--- config.mk ---
export PLATFORM = sky130hd
export DESIGN_NAME = fetch_stage
export DESIGN_NICKNAME = d
export VERILOG_FILES = /design/src/rtl/fetch_stage_pkg.sv /design/src/rtl/fetch_pc_target.sv /design/src/rtl/fetch_stage.sv
export SDC_FILE = /design/constraint.sdc
export NUM_CORES = 1
export LEC_CHECK = 0
export ABC_AREA = 1
export ABC_CLOCK_PERIOD_IN_PS = 3850
export BUFFER_PORTS_ARGS = -buffer_cell sky130_fd_sc_hd__buf_2
export CORE_UTILIZATION = 56
export CTS_BUF_LIST = sky130_fd_sc_hd__clkbuf_8 sky130_fd_sc_hd__clkbuf_16
export DETAILED_ROUTE_END_ITERATION = 16
export PLACE_DENSITY = 0.9
export SYNTH_ARGS = -nofsm -noshare
export SYNTH_HDL_FRONTEND = slang
export SYNTH_SLANG_ARGS = --single-unit
export TNS_END_PERCENT = 10
--- constraint.sdc ---
create_clock -name Clock -period 3.85 [get_ports Clock]
set_input_delay 0.5775 -clock Clock [delete_from_list [all_inputs] [get_ports Clock]]
set_output_delay 0.5775 -clock Clock [all_outputs]
set_load 0.05 [all_outputs]
--- src/rtl/fetch_stage_pkg.sv ---
// Shared definitions for the 8-bit uP fetch front end: default widths, fetch FSM
// encoding and the bubble instruction.
package fetch_stage_pkg;

   localparam int unsigned DefPcW    = 10;
   localparam int unsigned DefInstrW = 16;
   localparam int unsigned DefOffW   = 6;
   localparam int unsigned RedirW    = 16;

   typedef enum logic {
      StFill = 1'b0,
      StRun  = 1'b1
   } fetchState_e;

   localparam logic [15:0] Bubble = 16'h0000;

endpackage

--- src/rtl/fetch_pc_target.sv ---
// Redirect target selection (jump over branch, sign-extended branch offset) and the
// ROM address mux for the fetch stage.
module fetch_pc_target
   import fetch_stage_pkg::*;
#(
   parameter int unsigned PC_W  = DefPcW,
   parameter int unsigned OFF_W = DefOffW
) (
   input  logic             iStall,
   input  logic             iJmpEnable,
   input  logic [PC_W-1:0]  iJmpDir,
   input  logic             iBranchTaken,
   input  logic [PC_W-1:0]  iBranchPC,
   input  logic [OFF_W-1:0] iBranchOff,
   input  logic [PC_W-1:0]  iPC,
   input  logic [PC_W-1:0]  iPCF,
   output logic             oRedirect,
   output logic [PC_W-1:0]  oTarget,
   output logic [PC_W-1:0]  oRomAddr
);

   logic [PC_W-1:0] offExt;
   logic [PC_W-1:0] branchTarget;

   assign offExt       = {{(PC_W-OFF_W){iBranchOff[OFF_W-1]}}, iBranchOff};
   assign branchTarget = iBranchPC + offExt;

   assign oRedirect = iJmpEnable | iBranchTaken;
   assign oTarget   = iJmpEnable ? iJmpDir : branchTarget;

   // While stalled, re-read the in-flight word so iRomInstr stays valid.
   always_comb begin
      if (oRedirect) begin
         oRomAddr = oTarget;
      end else if (iStall) begin
         oRomAddr = iPCF;
      end else begin
         oRomAddr = iPC;
      end
   end

endmodule

--- src/rtl/fetch_stage.sv ---
// Instruction-fetch front end: owns the PC, drives the 1-cycle ROM, loads IF/ID and
// handles EX redirects (one bubble) and decode stalls.
module fetch_stage
   import fetch_stage_pkg::*;
#(
   parameter int unsigned PC_W     = DefPcW,
   parameter int unsigned INSTR_W  = DefInstrW,
   parameter int unsigned OFF_W    = DefOffW,
   parameter int unsigned RESET_PC = 0
) (
   input  logic               Clock,
   input  logic               Reset,
   input  logic               iStall,
   input  logic               iJmpEnable,
   input  logic [PC_W-1:0]    iJmpDir,
   input  logic               iBranchTaken,
   input  logic [PC_W-1:0]    iBranchPC,
   input  logic [OFF_W-1:0]   iBranchOff,
   output logic [PC_W-1:0]    oRomAddr,
   input  logic [INSTR_W-1:0] iRomInstr,
   output logic [INSTR_W-1:0] oInstrID,
   output logic [PC_W-1:0]    oPCID,
   output logic               oValidID,
   output logic               oFlushEX,
   output logic [RedirW-1:0]  oRedirects
);

   localparam logic [PC_W-1:0] ResetPc = PC_W'(RESET_PC);

   fetchState_e        stateQ, stateD;
   logic [PC_W-1:0]    pcQ, pcD;
   logic [PC_W-1:0]    pcFQ, pcFD;
   logic [PC_W-1:0]    pcIdQ, pcIdD;
   logic [INSTR_W-1:0] instrQ, instrD;
   logic               validQ, validD;
   logic [RedirW-1:0]  redirQ, redirD;
   logic               redirect;
   logic [PC_W-1:0]    target;

   fetch_pc_target #(
      .PC_W  (PC_W),
      .OFF_W (OFF_W)
   ) u_target (
      .iStall       (iStall),
      .iJmpEnable   (iJmpEnable),
      .iJmpDir      (iJmpDir),
      .iBranchTaken (iBranchTaken),
      .iBranchPC    (iBranchPC),
      .iBranchOff   (iBranchOff),
      .iPC          (pcQ),
      .iPCF         (pcFQ),
      .oRedirect    (redirect),
      .oTarget      (target),
      .oRomAddr     (oRomAddr)
   );

   always_comb begin
      stateD = stateQ;
      pcD    = pcQ;
      pcFD   = pcFQ;
      pcIdD  = pcIdQ;
      instrD = instrQ;
      validD = validQ;
      redirD = redirQ;
      if (redirect) begin
         // Target word is requested this cycle, so the FSM can go straight to run.
         validD = 1'b0;
         pcFD   = target;
         pcD    = target + PC_W'(1);
         stateD = StRun;
         if (redirQ != {RedirW{1'b1}}) begin
            redirD = redirQ + RedirW'(1);
         end
      end else if (!iStall) begin
         instrD = iRomInstr;
         pcIdD  = pcFQ;
         validD = (stateQ == StRun);
         pcFD   = pcQ;
         pcD    = pcQ + PC_W'(1);
         stateD = StRun;
      end
   end

   always_ff @(posedge Clock) begin
      if (Reset) begin
         stateQ <= StFill;
         pcQ    <= ResetPc;
         pcFQ   <= ResetPc;
         pcIdQ  <= '0;
         instrQ <= INSTR_W'(Bubble);
         validQ <= 1'b0;
         redirQ <= '0;
      end else begin
         stateQ <= stateD;
         pcQ    <= pcD;
         pcFQ   <= pcFD;
         pcIdQ  <= pcIdD;
         instrQ <= instrD;
         validQ <= validD;
         redirQ <= redirD;
      end
   end

   assign oInstrID   = instrQ;
   assign oPCID      = pcIdQ;
   assign oValidID   = validQ;
   assign oFlushEX   = redirect;
   assign oRedirects = redirQ;

endmodule

==> flow_metrics.env, run 1 <==
export IMPL_numCtsBuffers=9
export IMPL_worst_ep_required_time_ps=3270
export IMPL_tightest_slew_ps=1120
export IMPL_r2r_slack_ps=1860
export IMPL_slew_limit_headroom_pct=25.0
export IMPL_gp_congestion=0.865
export IMPL_overflow=0
export IMPL_post_cts_buffers=0
export IMPL_wl_met3_um=414
export IMPL_dpl_worst_slack_ps=1040
export IMPL_cts_sinks=64
export IMPL_dieWidth_um=80.0
export IMPL_rsz0062_at_grt="no"
export IMPL_nNetsFinal=661
export IMPL_antenna_found_initial=0
export IMPL_status="complete, no violations"
export IMPL_synth_cell_types=41
export IMPL_cts_tree="done"
export IMPL_r2r_end="oRedirects[13]$_SDFFE_PP0P_"
export IMPL_wl_mm=8.41
export IMPL_hold_violations=0
export IMPL_io_buffers=100
export IMPL_fillers=494
export IMPL_vias=3591
export IMPL_syn_nets=564
export IMPL_cts_resized=0
export IMPL_track_usage_pct=26.5
export IMPL_cts_path_max_buffers=2
export IMPL_highest_layer="met4"
export IMPL_ir_drop_v=0.000343
export IMPL_hold_buffers=0
export IMPL_core_area_um2=5890
export IMPL_drt_met1_wl_mm=3.36
export IMPL_worstHoldPathCells=3
export IMPL_period_minus_slack_ps=2870
export IMPL_start_util_pct=57.9
export IMPL_syn_avg_cell_area_um2=6.74
export IMPL_start_kind="primary input"
export IMPL_firstDrtPassIters=4
export IMPL_met2WireLength_mm=4.46
export IMPL_clockRootBuffer="clkbuf_8"
export IMPL_tns_ps=0
export IMPL_p_leak_nw=2.15
export IMPL_finalSetupViolations=0
export IMPL_worst_slack_ps=982
export IMPL_layout_commonest_cell="buf_2"
export IMPL_worst_path_max_fanout=36
export IMPL_dieArea_um2=6400
export IMPL_synth_seq_area_share_pct=37.6
export IMPL_insertion_delay_ps=340
export IMPL_cpPeakStageDelay_ps=330
export IMPL_r2r_start="oRedirects[0]$_SDFFE_PP0P_"
export IMPL_hold_slack_ps=458
export IMPL_path_cells="buf_2, nor2_4, inv_2, nor2_2, buf_4, a22oi_1, nand2_1, buf_2"
export IMPL_utilization_pct=70.5
export IMPL_min_from="iRomInstr[15]"
export IMPL_cp_slowest_cell="buf_4"
export IMPL_syn_inst=505
export IMPL_ant_nets=0
export IMPL_dieHeight_um=80.0
export IMPL_cts_max_level=3
export IMPL_drv_cap=0
export IMPL_critical_path_class="in2out"
export IMPL_cts_clk_slew_worst_paths_ps=60
export IMPL_fin_crit_sh_pct=74.5
export IMPL_row_count=28
export IMPL_syn_area_um2=3410
export IMPL_layout_drive_gt1_share_pct=22.3
export IMPL_crit_arrival_ps=2290
export IMPL_grt_pass1_vias=3127
export IMPL_area_growth_pct=21.9
export IMPL_drt_wirelength_per_cell_um=12.3
export IMPL_power_density_nw_per_um2=414
export IMPL_fmax_mhz=349
export IMPL_avgViaCountPerCell=5.27
export IMPL_grt_max_degree=47
export IMPL_num_io_pins=101
export IMPL_cp_end_kind="output port"
export IMPL_drc=0
export IMPL_n_antenna_cell=0
export IMPL_cpMostUsedCell="buf_2"
export IMPL_drv_slew=0
export IMPL_dpl_hpwl_mm=5.99
export IMPL_skew_ps=6.81
export IMPL_layout_common_cells="100 x buf_2, 93 x nor2_1, 87 x nand2_1, 69 x inv_1, 64 x dfxtp_1"
export IMPL_drt_iter0_markers=212
export IMPL_r2r_cells=11
export IMPL_hp_class="in2reg"
export IMPL_grt_pass1_wl_mm=13.1
export IMPL_yosys_warnings=0
export IMPL_hold_path_end="oInstrID[15]$_SDFFE_PP0P_"
export IMPL_synth_seq_cells=64
==> metal layers <==
| layer | vias up | global-route usage (%) |
|---|---|---|
| met5 | - | 0 |
| met3 | 16 | 6.40 |
| met4 | 0 | 10.4 |
| met1 | 1646 | 27.7 |
| met2 | 111 | 50.2 |
| li1 | 1818 | - |
==> metrics by stage <==
stage	cell area, um2	total power, mW	std cells
3_5_place_dp	3950	1.14	666
5_1_grt	4150	1.79	681
2_1_floorplan	3410	1.04	505
6_report	4150	1.72	681
4_1_cts	4150	1.73	681
3_3_place_gp	3950	1.13	666
==> layout make-up <==
cell class	instances	area, um2	area share (%)
Sequential cell	64	1280	30.9
Clock inverter	3	41.3	0.995
Clock buffer	12	165	3.98
Multi-Input combinational cell	354	1790	43.1
Tap cell	75	93.8	2.26
Timing Repair Buffer	102	515	12.4
Inverter	71	267	6.42
==> synthesized netlist by cell type <==
| master | count | share of area (%) |
|---|---|---|
| nor3_2 | 1 | 0.29 |
| clkbuf_1 | 12 | 1.3 |
| nand3b_1 | 1 | 0.22 |
| and3_1 | 1 | 0.18 |
| nand2_1 | 87 | 9.6 |
| a211oi_1 | 3 | 0.66 |
| nand3_2 | 1 | 0.29 |
| buf_2 | 2 | 0.29 |
| buf_1 | 1 | 0.11 |
| nand2_2 | 3 | 0.55 |
| dfxtp_1 | 64 | 38 |
| o21a_1 | 1 | 0.22 |
| o21ai_4 | 1 | 0.48 |
| a21boi_1 | 1 | 0.22 |
| buf_6 | 1 | 0.33 |
| a21oi_2 | 1 | 0.26 |
| mux2i_1 | 1 | 0.29 |
| nor2_2 | 3 | 0.55 |
| o21bai_1 | 3 | 0.66 |
| o221ai_1 | 1 | 0.26 |
| o211ai_1 | 2 | 0.44 |
| nor2_4 | 3 | 0.99 |
| or3_1 | 1 | 0.18 |
| o21ai_0 | 44 | 6.5 |
| nand3_1 | 32 | 4.7 |
| nor4_1 | 1 | 0.18 |
| nand4_1 | 5 | 0.92 |
| xnor2_1 | 3 | 0.77 |
| nor2_1 | 93 | 10 |
| a21oi_1 | 29 | 4.3 |
| ha_1 | 11 | 4.0 |
| or2_2 | 3 | 0.55 |
| nor3_1 | 4 | 0.59 |
| inv_2 | 3 | 0.33 |
| inv_1 | 68 | 7.5 |
| a22oi_1 | 8 | 1.8 |
| xor2_1 | 2 | 0.51 |
| o21ai_1 | 1 | 0.15 |
| a31oi_1 | 1 | 0.18 |
| nor3b_1 | 1 | 0.22 |
| fa_1 | 1 | 0.59 |
==> worst max path at each step <==
stage,from,endpoint,slack (ps),depth (start not counted)
floorplan,iJmpEnable,oRomAddr[1],1100,6
global route,iBranchPC[0],oRomAddr[8],840,14
finish,iJmpEnable,oRomAddr[8],980,8
detailed placement,iBranchPC[0],oRomAddr[6],1040,14
global placement,iBranchPC[0],oRomAddr[8],1080,14
CTS,iJmpEnable,oRomAddr[8],1010,8
==> critical path: cells and delay by family <==
family	cells	cell delay (ps)
AO/OA/AOI/OAI	1	150
buffers and inverters	4	950
AND/OR/NAND/NOR	3	590
==> power by group <==
part           total (mW)  internal, mW  switching, mW
Clock               0.588         0.346          0.242
Combinational       0.407         0.118          0.289
Sequential          0.725         0.702         0.0231
Total                1.72          1.17          0.554
==> state kept, by name (all words and copies together), names as in the netlist <==
register    cells
pcFQ           10
oPCID          10
pcQ            10
oValidID        1
oRedirects     16
stateQ          1
oInstrID       16
==> logic make-up after synthesis <==
logic type	share of synthesized area (%)
flops	37.6
compound gates	16.0
xor+xnor	1.29
buf+inv	9.88
simple gates	30.3
fa+ha+maj	4.63
mux	0.294
(Power assumes the default switching activity.)
==> run 2: changes to the inputs <==
- ABC_CLOCK_PERIOD_IN_PS: 3850 -> 2350
- CORE_UTILIZATION: 56 -> 47
- PLACE_DENSITY: 0.9 -> 0.81
- clock period: 3.85 -> 2.35 ns (I/O delays scaled with it)
==> flow_metrics.env, run 2 (same netlist as run 1, synthesis figures left out) <==
export IMPL_avgViaCountPerCell=5.13
export IMPL_start_util_pct=49.3
export IMPL_drv_cap=0
export IMPL_layout_common_cells="96 x buf_2, 93 x nor2_1, 83 x nand2_1, 69 x inv_1, 64 x dfxtp_1"
export IMPL_dpl_hpwl_mm=6.34
export IMPL_layout_drive_gt1_share_pct=24.5
export IMPL_vias=3657
export IMPL_area_growth_pct=25.7
export IMPL_power_internal_mw=1.88
export IMPL_cts_max_level=3
export IMPL_drt_iter0_markers=224
export IMPL_tightest_slew_ps=412
export IMPL_overflow=0
export IMPL_drt_wirelength_per_cell_um=12.0
export IMPL_dieHeight_um=87.1
export IMPL_period_minus_slack_ps=2230
export IMPL_grt_pass1_wl_mm=14.2
export IMPL_worst_ep_required_time_ps=2000
export IMPL_slew_limit_headroom_pct=72.5
export IMPL_power_density_nw_per_um2=658
export IMPL_drv_slew=0
export IMPL_skew_ps=7.70
export IMPL_nNetsFinal=671
export IMPL_ir_drop_v=0.000535
export IMPL_clockRootBuffer="clkbuf_8"
export IMPL_swShare_pct=33.2
export IMPL_num_io_pins=101
export IMPL_layout_commonest_cell="buf_2"
export IMPL_utilization_pct=62.0
export IMPL_io_buffers=100
export IMPL_crit_arrival_ps=1880
export IMPL_cts_tree="done"
export IMPL_antenna_found_initial=0
export IMPL_grt_pass1_vias=3411
export IMPL_p_switching_mw=0.936
export IMPL_ant_nets=0
export IMPL_dieWidth_um=87.1
export IMPL_dieArea_um2=7590
export IMPL_p_seq_share_pct=42.1
export IMPL_post_cts_buffers=0
export IMPL_insertion_delay_ps=330
export IMPL_core_area_um2=6910
export IMPL_firstDrtPassIters=4
export IMPL_drc=0
export IMPL_worst_path_max_fanout=2
export IMPL_cp_end_kind="output port"
export IMPL_start_kind="primary input"
export IMPL_fmax_mhz=448
export IMPL_hp_class="in2reg"
export IMPL_p_leak_nw=2.20
export IMPL_hold_slack_ps=235
export IMPL_cts_clk_slew_worst_paths_ps=70
export IMPL_track_usage_pct=23.6
export IMPL_n_antenna_cell=0
export IMPL_wl_mm=8.57
export IMPL_cts_sinks=64
export IMPL_p_clk_share_pct=32.9
export IMPL_finalSetupViolations=0
export IMPL_cts_path_max_buffers=2
export IMPL_row_count=30
export IMPL_critical_path_class="in2out"
export IMPL_status="complete, no violations"
export IMPL_comb_power_share_pct=25.0
export IMPL_hold_violations=0
export IMPL_rsz0062_at_grt="yes"
export IMPL_numCtsBuffers=9
export IMPL_grt_max_degree=36
export IMPL_fin_crit_sh_pct=94.9
export IMPL_gp_congestion=0.883
-- run 2: cell types whose count changed in the layout (fill, tap and decap cells not counted), moves of 2 or more --
| cell | change |
|---|---|
| buf_4 | +12 |
| buf_2 | -4 |
| nand2_1 | -4 |
| nand2_2 | +4 |
| clkbuf_8 | -2 |
| clkinv_2 | +2 |
-- run 2: what timing repair did --
item,in CTS,in global routing
hold buffers,0,0
resized for setup,0,16
setup endpoints to repair,0,5
hold endpoints to repair,0,0
-- run 2: worst max-delay path, stage by stage --
cell,delay (ps)
buf_2,100
ha_1,190
inv_1,70
fa_1,410
nand2_1,80
nand3_1,140
buf_4,190
o221ai_1,90
buf_4,260
-- run 2: final cells by class --
class / count / area [um2]
clock buffers: 10 / 138
clock inverters: 6 / 60.1
fillers: 666 / 2630
inverters: 71 / 267
multi-input cells: 354 / 1800
flip-flops and latches: 64 / 1280
well taps: 96 / 120
repair buffers: 112 / 612
-- run 2: through the flow --
stage          power [mW]  worst slack, ps  std cells  setup TNS (ps)  instance area [um2]
5_1_grt              2.96            -15.9        713           -27.3                 4280
6_report             2.82              119        713               0                 4280
2_1_floorplan        1.70             46.7        505               0                 3410
3_3_place_gp         1.87             40.3        697               0                 4050
3_5_place_dp         1.89            -48.8        697           -95.9                 4050
4_1_cts              2.82             14.8        713               0                 4240
-- run 2: path summary, 6_finish.rpt --
| kind | endpoint | slack, ps | from | cells after the start |
|---|---|---|---|---|
| max | oRomAddr[1] | 120 | iBranchPC[0] | 9 |
| min | oInstrID[13]$_SDFFE_PP0P_ | 240 | iRomInstr[13] | 3 |
| max reg2reg | oRedirects[15]$_SDFFE_PP0P_ | 380 | oRedirects[0]$_SDFFE_PP0P_ | 11 |
| min reg2reg | oValidID$_SDFFE_PP0N_ | 470 | stateQ$_SDFFE_PP0P_ | 2 |
-- run 2: power by group through the flow --
stage               Sequential [mW]  Clock (mW)  Combinational [mW]
floorplan                      1.30           0               0.405
global placement               1.21           0               0.667
detailed placement             1.21           0               0.682
CTS                            1.19       0.947               0.687
global route                   1.20        1.00               0.768
finish                         1.19       0.925               0.704
-- run 2: layer usage --
metal | vias up | track usage, % | wire, um
met5 | - | 0 | 0
met2 | 102 | 43.5 | 4380
met1 | 1689 | 26.7 | 3620
li1 | 1844 | - | -
met4 | 0 | 9.24 | 172
met3 | 22 | 4.64 | 399
